`src/rtl/ram_arbiter2.sv`:
```
// Two-port round-robin arbiter in front of a single-port RAM with 2-cycle read latency.
// Read results are routed back to the requesting port via a 2-stage tag pipeline.
module ram_arbiter2 #(
  parameter int WIDTH     = 8,
  parameter int ADDR_BITS = 11
) (
  input  logic                 clock,
  input  logic                 reset,

  input  logic                 a_req,
  input  logic                 a_we,
  input  logic [ADDR_BITS-1:0] a_addr,
  input  logic [WIDTH-1:0]     a_wdata,
  output logic                 a_ack,
  output logic                 a_rvalid,
  output logic [WIDTH-1:0]     a_rdata,

  input  logic                 b_req,
  input  logic                 b_we,
  input  logic [ADDR_BITS-1:0] b_addr,
  input  logic [WIDTH-1:0]     b_wdata,
  output logic                 b_ack,
  output logic                 b_rvalid,
  output logic [WIDTH-1:0]     b_rdata,

  output logic [ADDR_BITS-1:0] ram_address,
  output logic                 ram_wren,
  output logic [WIDTH-1:0]     ram_write_data,
  input  logic [WIDTH-1:0]     ram_read_data
);

  localparam logic LAST_A = 1'b0;
  localparam logic LAST_B = 1'b1;

  logic last_grant;
  logic grant_a;
  logic grant_b;

  // Tag pipeline: owner 0 = port A, 1 = port B.
  logic s1_valid;
  logic s1_owner;
  logic s2_valid;
  logic s2_owner;

  always_comb begin
    // NOTE: every output of a combinational block gets a default first so no latch is inferred.
    grant_a = 1'b0;
    grant_b = 1'b0;
    if (!reset) begin
      if (a_req && b_req) begin
        grant_a = (last_grant == LAST_B);
        grant_b = (last_grant == LAST_A);
      end else begin
        grant_a = a_req;
        grant_b = b_req;
      end
    end
  end

  assign a_ack = grant_a;
  assign b_ack = grant_b;

  always_comb begin
    ram_address    = '0;
    ram_wren       = 1'b0;
    ram_write_data = '0;
    if (grant_a) begin
      ram_address    = a_addr;
      ram_wren       = a_we;
      ram_write_data = a_wdata;
    end else if (grant_b) begin
      ram_address    = b_addr;
      ram_wren       = b_we;
      ram_write_data = b_wdata;
    end
  end

  always_ff @(posedge clock) begin
    // NOTE: sequential state uses non-blocking assignments so all registers update from pre-edge values.
    if (reset) begin
      last_grant <= LAST_B;
      s1_valid   <= 1'b0;
      s1_owner   <= 1'b0;
      s2_valid   <= 1'b0;
      s2_owner   <= 1'b0;
    end else begin
      if (grant_a) begin
        last_grant <= LAST_A;
      end else if (grant_b) begin
        last_grant <= LAST_B;
      end
      s1_valid <= (grant_a && !a_we) || (grant_b && !b_we);
      s1_owner <= grant_b;
      s2_valid <= s1_valid;
      s2_owner <= s1_owner;
    end
  end

  assign a_rvalid = s2_valid && !s2_owner;
  assign b_rvalid = s2_valid &&  s2_owner;
  assign a_rdata  = a_rvalid ? ram_read_data : '0;
  assign b_rdata  = b_rvalid ? ram_read_data : '0;

endmodule

```
`config.mk`:
```
export PLATFORM = sky130hd
export DESIGN_NAME = ram_arbiter2
export DESIGN_NICKNAME = d
export VERILOG_FILES = /design/src/rtl/ram_arbiter2.sv
export SDC_FILE = /design/constraint.sdc
export NUM_CORES = 1
export LEC_CHECK = 0
export BUFFER_PORTS_ARGS = -buffer_cell sky130_fd_sc_hd__buf_2
export CORE_UTILIZATION = 40
export CTS_CLUSTER_DIAMETER = 30
export DETAILED_ROUTE_END_ITERATION = 10
export MAX_ROUTING_LAYER = met4
export PLACE_DENSITY = 0.87
export SLEW_MARGIN = 25
export SYNTH_ARGS = -nofsm -noshare
export SYNTH_HDL_FRONTEND = slang
export SYNTH_SLANG_ARGS = --single-unit
```
`constraint.sdc`:
```
create_clock -name clock -period 1.8 [get_ports clock]
set_input_delay 0.36 -clock clock [delete_from_list [all_inputs] [get_ports clock]]
set_output_delay 0.36 -clock clock [all_outputs]
set_load 0.05 [all_outputs]
```
==> run summary <==
The overall die area is 0.00262 sq mm, and the portion of total power attributed to combinational logic is 0.624. The number of buffers and inverters on the critical path is 2. Setup repair after global routing left no endpoint under its margin. The clock reaches the later pin of the worst-skew pair after 0.24 ns.

Simple-gate share of the synthesized area: 0.433. 0 antenna diodes ended up in the layout. The run finished with clean final reports.

Clock-pin slew was measured on the worst setup and hold paths at 0.05 ns. The run gives 968 sq um as the combined area of all synthesized cells. The worst ir drop on vdd was 0.250 mV. The clock passes through at most 2 buffers. The number of nets handed over by synthesis was 161. In this run the static leakage power is 0.767 nW. The nature of the critical path startpoint was a flop.

Entering global routing, the biggest net connects 46 pins. The count of buffers inserted at the top-level ports is 91. For the post-synthesis sequential area ratio, the log shows 0.103. In this run the vertical extent of the chip is 51.2 um. The run gives 0.00225 sq mm as the area inside the core boundary.

Summed over all layers, the global routing overflow is 0. The number of endpoints failing setup at the final stage came out at 0. The run gives 0.197 as the overall fraction of global-route tracks in use. In the routed design, unresolved DRC markers number 0.

The internal power of the cells totals 364 uW. The run gives 0.181 as the sequential power share. Along the worst path, the maximum fanout reaches 22.

Across all layers, the routed design uses 1136 vias. For the detailed-router iteration count before antenna repair, the log shows 4. The tree built by TritonCTS fans out to 5 sinks. The Yosys step of the flow raised 0 warnings. The critical path required time is 1.44 ns. In this run the power spent charging and discharging nets is 306 uW. The number of global-route vias before repair is 963. The final clock period utilization by the worst path works out to 0.966. After detailed routing, the average wire length per cell comes to 11.5 um. The kind of cell with the highest combined delay along the critical path is buffers and inverters. The post-synthesis share of cell area spent on xor and xnor gates was 0; the total count of hold-check failures in the final report was 0.

The count of nets after finishing came out at 249. At the pin with the least slew margin, the transition time is 0.569 ns. The number of non-filler instances in the completed layout was 224.

After synthesis, the mean cell area works out to 8.88 sq um. The total number of H-tree levels is 1, and the number of I/O pins is 92. The largest single stage delay on the critical path is 0.38 ns.

The run gives 0 as the count of pins over their slew limit. The switching power as a share of total power is 0.457. The signal on the critical path passes through nor2b_2 -> buf_12 -> o32ai_2 -> clkbuf_4. The classification of the worst setup path was reg -> out. The worst setup path is captured at an output pin. The class of the tightest hold or removal check is in -> reg.

The mux share of post-synthesis cell area came out at 0. The vias per cell is 5.07. The tools report the wire length of the first global-routing pass as 3880 um. After routing, the total negative slack on setup checks comes to 0 ns. The floorplan has 17 rows. The fraction of layout instances using a drive strength above 1 was 0.638; the number of violations of the max-capacitance limit was 0. The clock arrives with 0.00265 ns of skew.

For the post-route core utilization, the log shows 0.670. In this run, distinct cell masters in the synthesized netlist total 21. The number of nets with antenna violations after detailed routing came out at 0. The run gives 0.00151 sq mm as the final instance area. By area, the combinational part of the netlist is dominated by simple AND/OR/NAND/NOR gates. For the finished layout, the period the worst path requires is 1.74 ns. The clock network fraction of design power was 0.194. The post-synthesis adder-cell area fraction works out to 0.

Static timing analysis puts the maximum clock frequency at 0.575 GHz. Clock root buffer master: sky130_fd_sc_hd__clkbuf_4. The routed design has 2580 um of wire. The global placer's final weighted congestion was 0.716; the x dimension of the die was 51.2 um. The logs give 0 for the number of antenna violations at the first check in global routing and 0.00143 sq mm for the instance area at placement. Worst slew margin relative to its limit: 0.620. The compound-gate portion of the synthesized area works out to 0.363. The run gives 1.38 ns as the arrival time of data at the critical path endpoint. The number of clock buffers added by TritonCTS is 3. Detailed placement ended at an HPWL of 1910 um. The critical path's slowest cell is sky130_fd_sc_hd__dfxtp_1. For this design the ratio of total power to cell area is 443 mW/mm^2.

The DRC violation total after the first TritonRoute iteration is 2, and the register bit count reported by yosys is 5. TritonCTS built the clock tree. Synthesized netlist cell count: 109.

The initial core utilization was 0.430; the layout overhead on the synthesized area was 56.1%. Cell total after placement: 220.
## tightest hold or removal path: stages
cell                     delay (ns)
sky130_fd_sc_hd__buf_2         0.09
sky130_fd_sc_hd__or2_2         0.10
sky130_fd_sc_hd__a21o_1        0.10
## synthesized netlist by cell type (all sizes together)
cell / number / area share
buf: 10 / 0.089
nand2: 1 / 0.0039
or2: 3 / 0.019
clkbuf: 2 / 0.0078
nor2b: 4 / 0.028
nor2: 2 / 0.0078
nor3: 1 / 0.0052
and3: 8 / 0.052
dfxtp: 5 / 0.10
inv: 1 / 0.0039
o32ai: 21 / 0.34
nand2b: 40 / 0.26
and2: 9 / 0.058
a21bo: 1 / 0.010
a21o: 1 / 0.0078
## through the flow
| stage | setup slack, ns | hold slack [ns] | total power, mW |
|---|---|---|---|
| after detailed placement | 0.0622 | 0.425 | 0.525 |
| after global placement | 0.0715 | 0.418 | 0.521 |
| after global routing | 0.000376 | 0.445 | 0.711 |
| final | 0.0609 | 0.427 | 0.669 |
| after CTS | 0.00697 | 0.421 | 0.661 |
| after floorplan | 0.00456 | 0.414 | 0.422 |
## metal layers
metal / part of all wire / track usage
met1: 0.39 / 0.197
met2: 0.51 / 0.379
met3: 0.092 / 0.0208
met4: 0.0066 / 0.0833
met5: 0 / -
## sequential cells by signal, summed over array words and instances (netlist names)
| register | cells |
|---|---|
| last_grant | 1 |
| s1_owner | 1 |
| s1_valid | 1 |
| s2_owner | 1 |
| s2_valid | 1 |
## path summary, 6_finish.rpt
kind | start | endpoint | slack (ns) | depth (start not counted)
worst min register to register | s1_valid | s2_valid | 0.43 | 1
worst min-delay path | b_req | last_grant | 0.43 | 3
worst max-delay path | last_grant | ram_write_data[7] | 0.06 | 4
worst max register to register | last_grant | s1_valid | 0.82 | 3
## what timing repair did
action                     in CTS  in global routing
setup endpoints to repair       8                 20
resized for setup               1                 32
hold buffers                    0                  0
setup buffers                   0                  0
## final cells by class
type                            instances  area, sq um
Timing Repair Buffer                   95          561
Inverter                                1         3.75
Sequential cell                         5          100
Multi-Input combinational cell         91          786
Fill cell                             198          743
Clock buffer                            4         26.3
Tap cell                               28         35.0
## layout by cell type, fill, tap and decap left out
| master | synthesis | layout |
|---|---|---|
| sky130_fd_sc_hd__buf_2 | 3 | 71 |
| sky130_fd_sc_hd__and3_1 | 8 | 8 |
| sky130_fd_sc_hd__clkbuf_4 | 0 | 11 |
| sky130_fd_sc_hd__o32ai_2 | 20 | 21 |
| sky130_fd_sc_hd__clkbuf_1 | 2 | 1 |
| sky130_fd_sc_hd__or2_2 | 1 | 1 |
| sky130_fd_sc_hd__a21o_1 | 1 | 1 |
| sky130_fd_sc_hd__buf_12 | 0 | 2 |
| sky130_fd_sc_hd__nor2b_1 | 3 | 2 |
| sky130_fd_sc_hd__or2_1 | 1 | 1 |
| sky130_fd_sc_hd__dfxtp_1 | 5 | 5 |
| sky130_fd_sc_hd__a21bo_2 | 1 | 1 |
| sky130_fd_sc_hd__inv_2 | 1 | 1 |
| sky130_fd_sc_hd__nor2b_2 | 1 | 2 |
| sky130_fd_sc_hd__buf_4 | 2 | 14 |
| sky130_fd_sc_hd__nor2_1 | 2 | 2 |
| sky130_fd_sc_hd__and2_1 | 9 | 9 |
| sky130_fd_sc_hd__or2_0 | 1 | 1 |
| sky130_fd_sc_hd__nor3_2 | 0 | 1 |
| sky130_fd_sc_hd__nand2b_1 | 40 | 40 |
| sky130_fd_sc_hd__nand2_1 | 1 | 1 |
## power groups by stage
| stage | registers (mW) | clock network [mW] | logic, mW |
|---|---|---|---|
| after floorplan | 0.123 | 0 | 0.299 |
| after global routing | 0.122 | 0.147 | 0.442 |
| after detailed placement | 0.123 | 0 | 0.402 |
| after global placement | 0.123 | 0 | 0.398 |
| final | 0.121 | 0.130 | 0.418 |
| after CTS | 0.121 | 0.137 | 0.403 |
## cell families after synthesis
logic type	after synthesis
AO/OA/AOI/OAI	23
buffers and inverters	13
flip-flops	5
AND/OR/NAND/NOR	68
No activity file was read; power rests on OpenSTA's default activity.
